[src/rtl/mem_stim_gen_if.sv]
// Transaction bus between the stimulus generator (master) and the device under test (slave).
// One transfer happens on every cycle where valid and ready are both high.
interface mem_stim_gen_if #(
  parameter int ADDR_WIDTH = 4,
  parameter int DATA_WIDTH = 8
);
  logic                  valid;
  logic                  ready;
  logic                  wr_en;
  logic                  rd_en;
  logic [ADDR_WIDTH-1:0] addr;
  logic [DATA_WIDTH-1:0] wdata;
  logic [DATA_WIDTH-1:0] exp_data;

  modport master (
    output valid, wr_en, rd_en, addr, wdata, exp_data,
    input  ready
  );

  modport slave (
    input  valid, wr_en, rd_en, addr, wdata, exp_data,
    output ready
  );
endinterface

[src/rtl/mem_stim_gen.sv]
// Write-then-read memory-test stimulus source: N LFSR-data writes to addresses 0..N-1, then N reads with expected data.
// All outputs are registered; the first transaction appears one cycle after start; a stall (ready low) freezes the transaction.
module mem_stim_gen #(
  parameter int          ADDR_WIDTH = 4,
  parameter int          DATA_WIDTH = 8,
  parameter logic [15:0] SEED       = 16'hACE1
) (
  input  logic                  clk,
  input  logic                  reset,
  input  logic                  start,
  input  logic [ADDR_WIDTH:0]   num_txn,
  mem_stim_gen_if.master        bus,
  output logic                  busy,
  output logic                  done,
  output logic [ADDR_WIDTH+1:0] txn_count
);

  localparam int          CW       = ADDR_WIDTH + 2;
  localparam int          NW       = ADDR_WIDTH + 1;
  localparam logic [15:0] SEED_EFF = (SEED == 16'h0000) ? 16'h0001 : SEED;

  typedef enum logic [1:0] {
    ST_IDLE  = 2'd0,
    ST_WRITE = 2'd1,
    ST_READ  = 2'd2,
    ST_DONE  = 2'd3
  } state_t;

  // Galois form, right shift, taps 16'hB400.
  function automatic logic [15:0] lfsr_step(input logic [15:0] s);
    return s[0] ? ((s >> 1) ^ 16'hB400) : (s >> 1);
  endfunction

  state_t                state_q, state_d;
  logic [NW-1:0]         n_q, n_d;
  logic [ADDR_WIDTH-1:0] addr_q, addr_d;
  logic [15:0]           wr_lfsr_q, wr_lfsr_d;
  logic [15:0]           rd_lfsr_q, rd_lfsr_d;
  logic [CW-1:0]         cnt_q, cnt_d;

  logic                  valid_q, valid_d;
  logic                  wr_en_q, wr_en_d;
  logic                  rd_en_q, rd_en_d;
  logic [ADDR_WIDTH-1:0] addr_out_q, addr_out_d;
  logic [DATA_WIDTH-1:0] wdata_q, wdata_d;
  logic [DATA_WIDTH-1:0] exp_q, exp_d;
  logic                  busy_q, busy_d;
  logic                  done_q, done_d;

  logic xfer;
  logic last_addr;

  assign xfer      = valid_q && bus.ready;
  assign last_addr = ({1'b0, addr_q} == (n_q - NW'(1)));

  always_ff @(posedge clk) begin
    if (reset) begin
      state_q   <= ST_IDLE;
      n_q       <= '0;
      addr_q    <= '0;
      wr_lfsr_q <= SEED_EFF;
      rd_lfsr_q <= SEED_EFF;
      cnt_q     <= '0;
    end else begin
      state_q   <= state_d;
      n_q       <= n_d;
      addr_q    <= addr_d;
      wr_lfsr_q <= wr_lfsr_d;
      rd_lfsr_q <= rd_lfsr_d;
      cnt_q     <= cnt_d;
    end
  end

  always_comb begin
    state_d   = state_q;
    n_d       = n_q;
    addr_d    = addr_q;
    wr_lfsr_d = wr_lfsr_q;
    rd_lfsr_d = rd_lfsr_q;
    cnt_d     = cnt_q;

    unique case (state_q)
      ST_IDLE, ST_DONE: begin
        if (start) begin
          n_d       = num_txn;
          wr_lfsr_d = SEED_EFF;
          rd_lfsr_d = SEED_EFF;
          addr_d    = '0;
          cnt_d     = '0;
          state_d   = (num_txn == '0) ? ST_DONE : ST_WRITE;
        end
      end
      ST_WRITE: begin
        if (xfer) begin
          wr_lfsr_d = lfsr_step(wr_lfsr_q);
          cnt_d     = cnt_q + CW'(1);
          if (last_addr) begin
            addr_d  = '0;
            state_d = ST_READ;
          end else begin
            addr_d  = addr_q + ADDR_WIDTH'(1);
          end
        end
      end
      ST_READ: begin
        if (xfer) begin
          rd_lfsr_d = lfsr_step(rd_lfsr_q);
          cnt_d     = cnt_q + CW'(1);
          addr_d    = addr_q + ADDR_WIDTH'(1);
          if (last_addr) begin
            state_d = ST_DONE;
          end
        end
      end
      default: state_d = ST_IDLE;
    endcase
  end

  // Outputs are decoded from next-state values so they can be registered without adding latency.
  always_comb begin
    valid_d    = 1'b0;
    wr_en_d    = 1'b0;
    rd_en_d    = 1'b0;
    addr_out_d = '0;
    wdata_d    = '0;
    exp_d      = '0;
    busy_d     = 1'b0;
    done_d     = 1'b0;

    unique case (state_d)
      ST_WRITE: begin
        valid_d    = 1'b1;
        wr_en_d    = 1'b1;
        busy_d     = 1'b1;
        addr_out_d = addr_d;
        wdata_d    = wr_lfsr_d[DATA_WIDTH-1:0];
      end
      ST_READ: begin
        valid_d    = 1'b1;
        rd_en_d    = 1'b1;
        busy_d     = 1'b1;
        addr_out_d = addr_d;
        exp_d      = rd_lfsr_d[DATA_WIDTH-1:0];
      end
      ST_DONE: done_d = 1'b1;
      default: ;
    endcase
  end

  always_ff @(posedge clk) begin
    if (reset) begin
      valid_q    <= 1'b0;
      wr_en_q    <= 1'b0;
      rd_en_q    <= 1'b0;
      addr_out_q <= '0;
      wdata_q    <= '0;
      exp_q      <= '0;
      busy_q     <= 1'b0;
      done_q     <= 1'b0;
    end else begin
      valid_q    <= valid_d;
      wr_en_q    <= wr_en_d;
      rd_en_q    <= rd_en_d;
      addr_out_q <= addr_out_d;
      wdata_q    <= wdata_d;
      exp_q      <= exp_d;
      busy_q     <= busy_d;
      done_q     <= done_d;
    end
  end

  assign bus.valid    = valid_q;
  assign bus.wr_en    = wr_en_q;
  assign bus.rd_en    = rd_en_q;
  assign bus.addr     = addr_out_q;
  assign bus.wdata    = wdata_q;
  assign bus.exp_data = exp_q;
  assign busy         = busy_q;
  assign done         = done_q;
  assign txn_count    = cnt_q;

endmodule

[src/flat_wrapper.sv]
// flat-port wrapper written by rule: the top's interface ports become plain ports
module mem_stim_gen_flat 
#(
  parameter int          ADDR_WIDTH = 4,
  parameter int          DATA_WIDTH = 8,
  parameter logic [15:0] SEED       = 16'hACE1
)
  (clk, reset, start, num_txn, busy, done, txn_count, bus_valid, bus_wr_en, bus_rd_en, bus_addr, bus_wdata, bus_exp_data, bus_ready);
  mem_stim_gen_if #(.ADDR_WIDTH(ADDR_WIDTH), .DATA_WIDTH(DATA_WIDTH)) bus_i ();
  input  logic clk;
  input  logic reset;
  input  logic start;
  input  logic [ADDR_WIDTH:0] num_txn;
  output logic busy;
  output logic done;
  output logic [ADDR_WIDTH+1:0] txn_count;
  output wire logic [$bits(bus_i.valid)-1:0] bus_valid;
  output wire logic [$bits(bus_i.wr_en)-1:0] bus_wr_en;
  output wire logic [$bits(bus_i.rd_en)-1:0] bus_rd_en;
  output wire logic [$bits(bus_i.addr)-1:0] bus_addr;
  output wire logic [$bits(bus_i.wdata)-1:0] bus_wdata;
  output wire logic [$bits(bus_i.exp_data)-1:0] bus_exp_data;
  input wire logic [$bits(bus_i.ready)-1:0] bus_ready;
  assign bus_valid = bus_i.valid;
  assign bus_wr_en = bus_i.wr_en;
  assign bus_rd_en = bus_i.rd_en;
  assign bus_addr = bus_i.addr;
  assign bus_wdata = bus_i.wdata;
  assign bus_exp_data = bus_i.exp_data;
  assign bus_i.ready = bus_ready;
  mem_stim_gen #(.ADDR_WIDTH(ADDR_WIDTH), .DATA_WIDTH(DATA_WIDTH), .SEED(SEED)) u_core (.clk(clk), .reset(reset), .start(start), .num_txn(num_txn), .bus(bus_i), .busy(busy), .done(done), .txn_count(txn_count));
endmodule
[config.mk]
export PLATFORM = sky130hd
export DESIGN_NAME = mem_stim_gen_flat
export DESIGN_NICKNAME = d
export VERILOG_FILES = /design/src/rtl/mem_stim_gen_if.sv /design/src/rtl/mem_stim_gen.sv /design/src/flat_wrapper.sv
export SDC_FILE = /design/constraint.sdc
export NUM_CORES = 1
export LEC_CHECK = 0
export BUFFER_PORTS_ARGS = -buffer_cell sky130_fd_sc_hd__buf_4
export CORE_MARGIN = 8
export CORE_UTILIZATION = 50
export DETAILED_ROUTE_END_ITERATION = 12
export HOLD_SLACK_MARGIN = 0.1
export MAX_ROUTING_LAYER = met4
export PLACE_DENSITY = 0.69
export REMOVE_ABC_BUFFERS = 1
export SLEW_MARGIN = 25
export SYNTH_ARGS = -nofsm -noshare
export SYNTH_HDL_FRONTEND = slang
export SYNTH_SLANG_ARGS = --single-unit
[constraint.sdc]
create_clock -name clk -period 4.1 [get_ports clk]
set_clock_uncertainty 0.1 [all_clocks]
set_input_delay 0.82 -clock clk [delete_from_list [all_inputs] [get_ports clk]]
set_output_delay 0.82 -clock clk [all_outputs]
set_load 0.02 [all_outputs]
Word level (Yosys, flattened, before mapping). Cells that the tools add are included.

Add/sub/neg operators: 3. Equal/unequal tests: 11. Multiplexer cells: 27. Bitwise logic cells: 5. Reductions and logical operators: 15.

Operators by type and width (count): two-way mux 16 bit (6); one-hot mux 16 bit (2 select lines) (2); two-way mux 4 bit (4); two-way mux 2 bit (6); two-way mux 6 bit (2); one-hot mux 4 bit (3 select lines) (1); one-hot mux 6 bit (2 select lines) (1); OR reduction 2 bit (6); == test 2 bit (second input constant) (4); inverter 3 -> 4 bit (2); adder 6 x 1 -> 6 bit (second input constant) (1); inequality test 2 x 1 -> 1 bit (second input constant) (3); one-hot mux 2 bit (3 select lines) (1); AND reduction 3 bit (2); == test 4 x 5 -> 1 bit (1); zero test 5 bit (1); subtractor 5 x 1 -> 5 bit (second input constant) (1); adder 4 x 1 -> 4 bit (second input constant) (1); == test 2 x 1 -> 1 bit (second input constant) (2); two-way mux 1 bit (4); AND reduction 2 bit (2); nonzero test 2 bit (2); inverter 1 bit (3); zero test 2 bit (1); 2 further kinds (2).

Bits in registers: 73. Input bits: 9. Logic and storage cells: 76.

Depth between registers and ports, before layout.
Depth in word-level cells: 9. Depth in mapped cells: 10. Depth with buffers taken out: 10.

Least setup slack after synthesis. No wires, ideal clock.

Kind: input-to-reg. Start: input port bus_ready. End: register u_core.addr_out_q[0] (netlist: u_core.bus.addr[0]). Data arrival time: 2.830 ns. Path slack: 1.067 ns. Stages on the path: 7. Buffers on the path: 0. Cells stage by stage: nand2_1 or4_4 o41a_4 a22o_2 ha_1 or2_2 a2111oi_2.

Longest elaborated chain between the ends: 7. Elaborated cells between the ends (all ways): 12. Classes of those cells: eq/ne (2); mux (6); bitwise (1); reduce/logical (3).

Ends and longest elaborated chain: start: declaration (RTL line flat_wrapper.sv:23) `input wire logic [$bits(bus_i.ready)-1:0] bus_ready;`; logical AND 1 bit (*) (RTL line mem_stim_gen.sv:53) `assign xfer = valid_q && bus.ready;`; two-way mux 2 bit, on equally long branches (RTL line mem_stim_gen.sv:106, mem_stim_gen.sv:94); one-hot mux 2 bit (3 select lines) (RTL line mem_stim_gen.sv:82) `unique case (state_q)`; == test 2 x 1 -> 1 bit / == test 2 bit (equally long branches) (RTL line mem_stim_gen.sv:130) `unique case (state_d)`; OR reduction 2 bit (no source line); inverter 1 bit (no source line); OR reduction 2 bit (no source line); end signal: assignment (RTL line mem_stim_gen.sv:164) `addr_out_q <= addr_out_d;`; end: declaration (RTL line mem_stim_gen.sv:44) `logic [ADDR_WIDTH-1:0] addr_out_q, addr_out_d;`.

Mark *: on every way between the ends. The rest lies on a longest branch, timed or not. A chain may end at the register's enable or synchronous reset.

Final worst setup path.
Start: input port bus_ready. End: register u_core.addr_out_q[0] (netlist: u_core.bus.addr[0]).

Longest elaborated chain between the ends: 7. Elaborated cells between the ends (all ways): 12. Classes of those cells: eq/ne (2); mux (6); bitwise (1); reduce/logical (3).

Ends and longest elaborated chain: logical AND 1 bit (*) (RTL line mem_stim_gen.sv:53); two-way mux 2 bit, on equally long branches (RTL line mem_stim_gen.sv:106, mem_stim_gen.sv:94); one-hot mux 2 bit (3 select lines) (*) (RTL line mem_stim_gen.sv:82); named net u_core.state_d[1] (RTL line mem_stim_gen.sv:34) `state_t state_q, state_d;`; == test 2 x 1 -> 1 bit / == test 2 bit (equally long branches) (RTL line mem_stim_gen.sv:130); OR reduction 2 bit (no source line) (*); inverter 1 bit (no source line) (*); OR reduction 2 bit (no source line) (*).

Mark *: on every way through the listed nets, which the timed path passes. The rest lies on a longest branch.

==> metrics.csv <==
stage,metric,value,unit
status,outcome,"finished, final reports clean",
min_path,Hold Path Class,flop to flop,
worst_setup_path,critical path class,input pin to flop,
clock_tree,clock sink total,73,
yosys,synth unique cells,46,
floorplanning,Die Area,8880,sq um
placed_design,Final GP Congestion,0.797,
detailed_routing,drt drc,0,
yosys,"FFs w/ async S/R, synth",0,%
final_layout,"commonest non-fill, non-tap cell in the layout",dfxtp_1,
yosys,"Cell Area, Synth",3060,sq um
final_layout,post-route design area,3540,sq um
sta,fmax,312,MHz
sta,Min Hold Slack,0.355,ns
yosys,register bit total from synthesis,73,
final_layout,share of cells above drive strength 1,18.8,%
sta,Fin. Hold Viols,0,
floorplanning,Initial Util,51.7,%
worst_setup_path,Worst EP required,4.25,ns
clock_tree,clk_lat worst skew,0.35,ns
sta,Final Slew Violations,0,
final_layout,P&R area growth vs syn,15.7,%
final_layout,most frequent cells in the layout,"dfxtp_1 (73), a21oi_1 (44), buf_4 (42)",
sta,# setup viols final,0,
global_routing,largest net degree at the start of global routing,44,
worst_setup_path,CP Max Fanout,12,
worst_setup_path,crit path DAT,3.35,ns
yosys,Synth Flop Type,dfxtp_1,
worst_setup_path,capturing element type of the critical path,flop,
yosys,"EDFF count, synth",0,
yosys,Synth Warn #,0,
final_layout,Antenna Cells,0,
final_layout,Nets,375,
worst_setup_path,RR Endpoint,u_core.bus.addr[0]$_SDFF_PP0_,
floorplanning,Core Rows,28,
clock_tree,H-tree depth,3,
global_routing,vias in the first global route,2306,
run,Max-Cap Viols,0,
global_routing,GR Overflow Total,0,
detailed_routing,drt first pass iters,4,
global_routing,initial antenna violation count,0,
clock_tree,CTS tree,built,
clock_tree,Root Buffer,clkbuf_8,
yosys,post-synthesis sequential area ratio,47.8,%
worst_setup_path,R2R cell count,9,
clock_tree,setup bufs post-CTS,0,
floorplanning,core box area,5920,sq um
final_layout,fillcell total,520,
pwr,maximum vdd ir drop,0.000329,V
placed_design,PortBufs,39,
yosys,Cells after Synth,327,
floorplanning,# IOs,40,
detailed_routing,DR vias/cell,5.52,
detailed_routing,final WL,6500,microns
detailed_routing,violation count after the first detailed-route iteration,107,
sta,Tmin final,3.20,ns
placed_design,Detail Placement HPWL,4420,microns
floorplanning,DIE WIDTH,94.2,microns
sta,Slew headroom,37.0,%
worst_setup_path,CP endpoint,u_core.bus.addr[0]$_SDFF_PP0_,
clock_tree,CTS Buffer Depth,2,
worst_setup_path,startpoint types,input pin,
sta,setup TNS,0,ns
clock_tree,clk slew on worst S/H paths,0.07,ns
detailed_routing,via count,2414,
worst_setup_path,Critical R2R Launch,u_core.n_q[0]$_SDFFE_PP0P_,
detailed_routing,drt wl/cell,14.9,microns
sta,period utilisation layout,78.1,%
sta,unrepaired setup endpoints after global routing,false,
pwr,PwrDens,725,nW/um^2
global_routing,Global Route Usage Sum,15.9,%
pwr,Pleak,1.40,nW
yosys,Synth Area per Inst,9.36,sq um
floorplanning,Die H,94.2,microns
sta,Slew @ Worst Pin,0.943,ns
clock_tree,CTS Hold Bufs,0,
clock_tree,CTS resizes,0,
worst_setup_path,CP Launch Point,bus_ready,
clock_tree,total CTS buffers,9,
global_routing,first-pass GRT wire length,10800,microns
detailed_routing,Routed Antenna Nets,0,
placed_design,cell area after placement,3360,sq um
worst_setup_path,R2R setup slack,0.94,ns
## cell usage after synthesis, drive strengths merged (3+ instances only)
cell type	count	area, sq um
xnor2	9	78.8
ha	8	100
o21ai	6	30.0
a21oi	44	220
dfxtp	73	1460
a211o	4	35.0
buf	6	40.0
a22oi	18	135
and3	3	18.8
nor2b	9	56.3
o31ai	9	67.6
a211oi	7	57.6
inv	7	26.3
nor2	30	113
nor3	3	15.0
nand2	25	93.8
xor2	10	87.6
clkbuf	16	67.6
nand3	7	35.0
nand2b	6	37.5
## sequential cells by signal (all words and copies together) (netlist names)
signal,count
u_core.state_q,2
u_core.bus.wdata,8
u_core.bus.addr,4
u_core.addr_q,4
u_core.rd_lfsr_q,16
u_core.done,1
u_core.bus.valid,1
u_core.n_q,5
u_core.wr_lfsr_q,16
u_core.bus.rd_en,1
u_core.bus.exp_data,8
u_core.bus.wr_en,1
u_core.txn_count,6
## logic make-up after synthesis
group	after synthesis	synth area share [%]
AOI/OAI and AO/OA	102	23.8
xor gates and xnor gates	19	5.44
adders and majority gates	8	3.27
buffers and inverters	29	4.37
DFF	73	47.8
muxes	1	0.327
and+or+nand+nor	95	15.1
## layer usage
| metal | up-vias | share of wire, % | GRT usage (%) | wire [microns] |
|---|---|---|---|---|
| met4 | 0 | 2.6 | 9.25 | 168 |
| met3 | 14 | 4.5 | 4.16 | 290 |
| li1 | 1223 | - | - | - |
| met1 | 1129 | 49 | 19.8 | 3160 |
| met2 | 48 | 44 | 22.6 | 2890 |
| met5 | - | 0 | - | 0 |
## report_power, final
group,internal [mW],switching [mW]
registers,0.843,0.0863
logic,0.414,0.706
clock network,0.249,0.267
total,1.51,1.06
## area by class of cell
type | instances | area [sq um] | share of cell area, %
sequential | 73 | 1460 | 41.3
timing repair buffer | 42 | 315 | 8.90
clock inverter | 4 | 28.8 | 0.812
multi-input combinational | 225 | 1470 | 41.4
inverter | 7 | 26.3 | 0.742
tap | 75 | 93.8 | 2.65
clock buffer | 11 | 151 | 4.27
## worst max-delay path, stage by stage
cell and delay, ns:
buf_4 0.11, nand2_1 0.26, or4_4 0.60, o41a_4 0.40, a21oi_1 0.25, ha_1 0.28
or2_2 0.34, a2111oi_2 0.28
## worst min path at each step
stage                                 startpoint                                end  slack (ns)  cells past startpoint
2_1_floorplan  u_core.wr_lfsr_q[15]$_SDFFE_PP1P_  u_core.wr_lfsr_q[15]$_SDFFE_PP1P_        0.32                      2
3_3_place_gp    u_core.rd_lfsr_q[9]$_SDFFE_PP0P_   u_core.rd_lfsr_q[9]$_SDFFE_PP0P_        0.34                      2
3_5_place_dp    u_core.rd_lfsr_q[9]$_SDFFE_PP0P_   u_core.rd_lfsr_q[9]$_SDFFE_PP0P_        0.35                      2
4_1_cts         u_core.rd_lfsr_q[9]$_SDFFE_PP0P_   u_core.rd_lfsr_q[9]$_SDFFE_PP0P_        0.36                      2
5_1_grt               u_core.n_q[4]$_SDFFE_PP0P_         u_core.n_q[4]$_SDFFE_PP0P_        0.39                      2
6_report        u_core.rd_lfsr_q[9]$_SDFFE_PP0P_   u_core.rd_lfsr_q[9]$_SDFFE_PP0P_        0.35                      2
## through the flow
stage                     std cells  power [mW]  utilization (%)  setup WS, ns
after floorplan                 305        1.72                -         0.902
after global placement          422        2.03             56.8         0.662
after detailed placement        422        2.06             56.8         0.543
after CTS                       437        2.58             59.8         0.920
after global routing            437        2.74             59.8         0.743
final                           437        2.57             59.8         0.899
No activity file was read; power rests on OpenSTA's default activity.
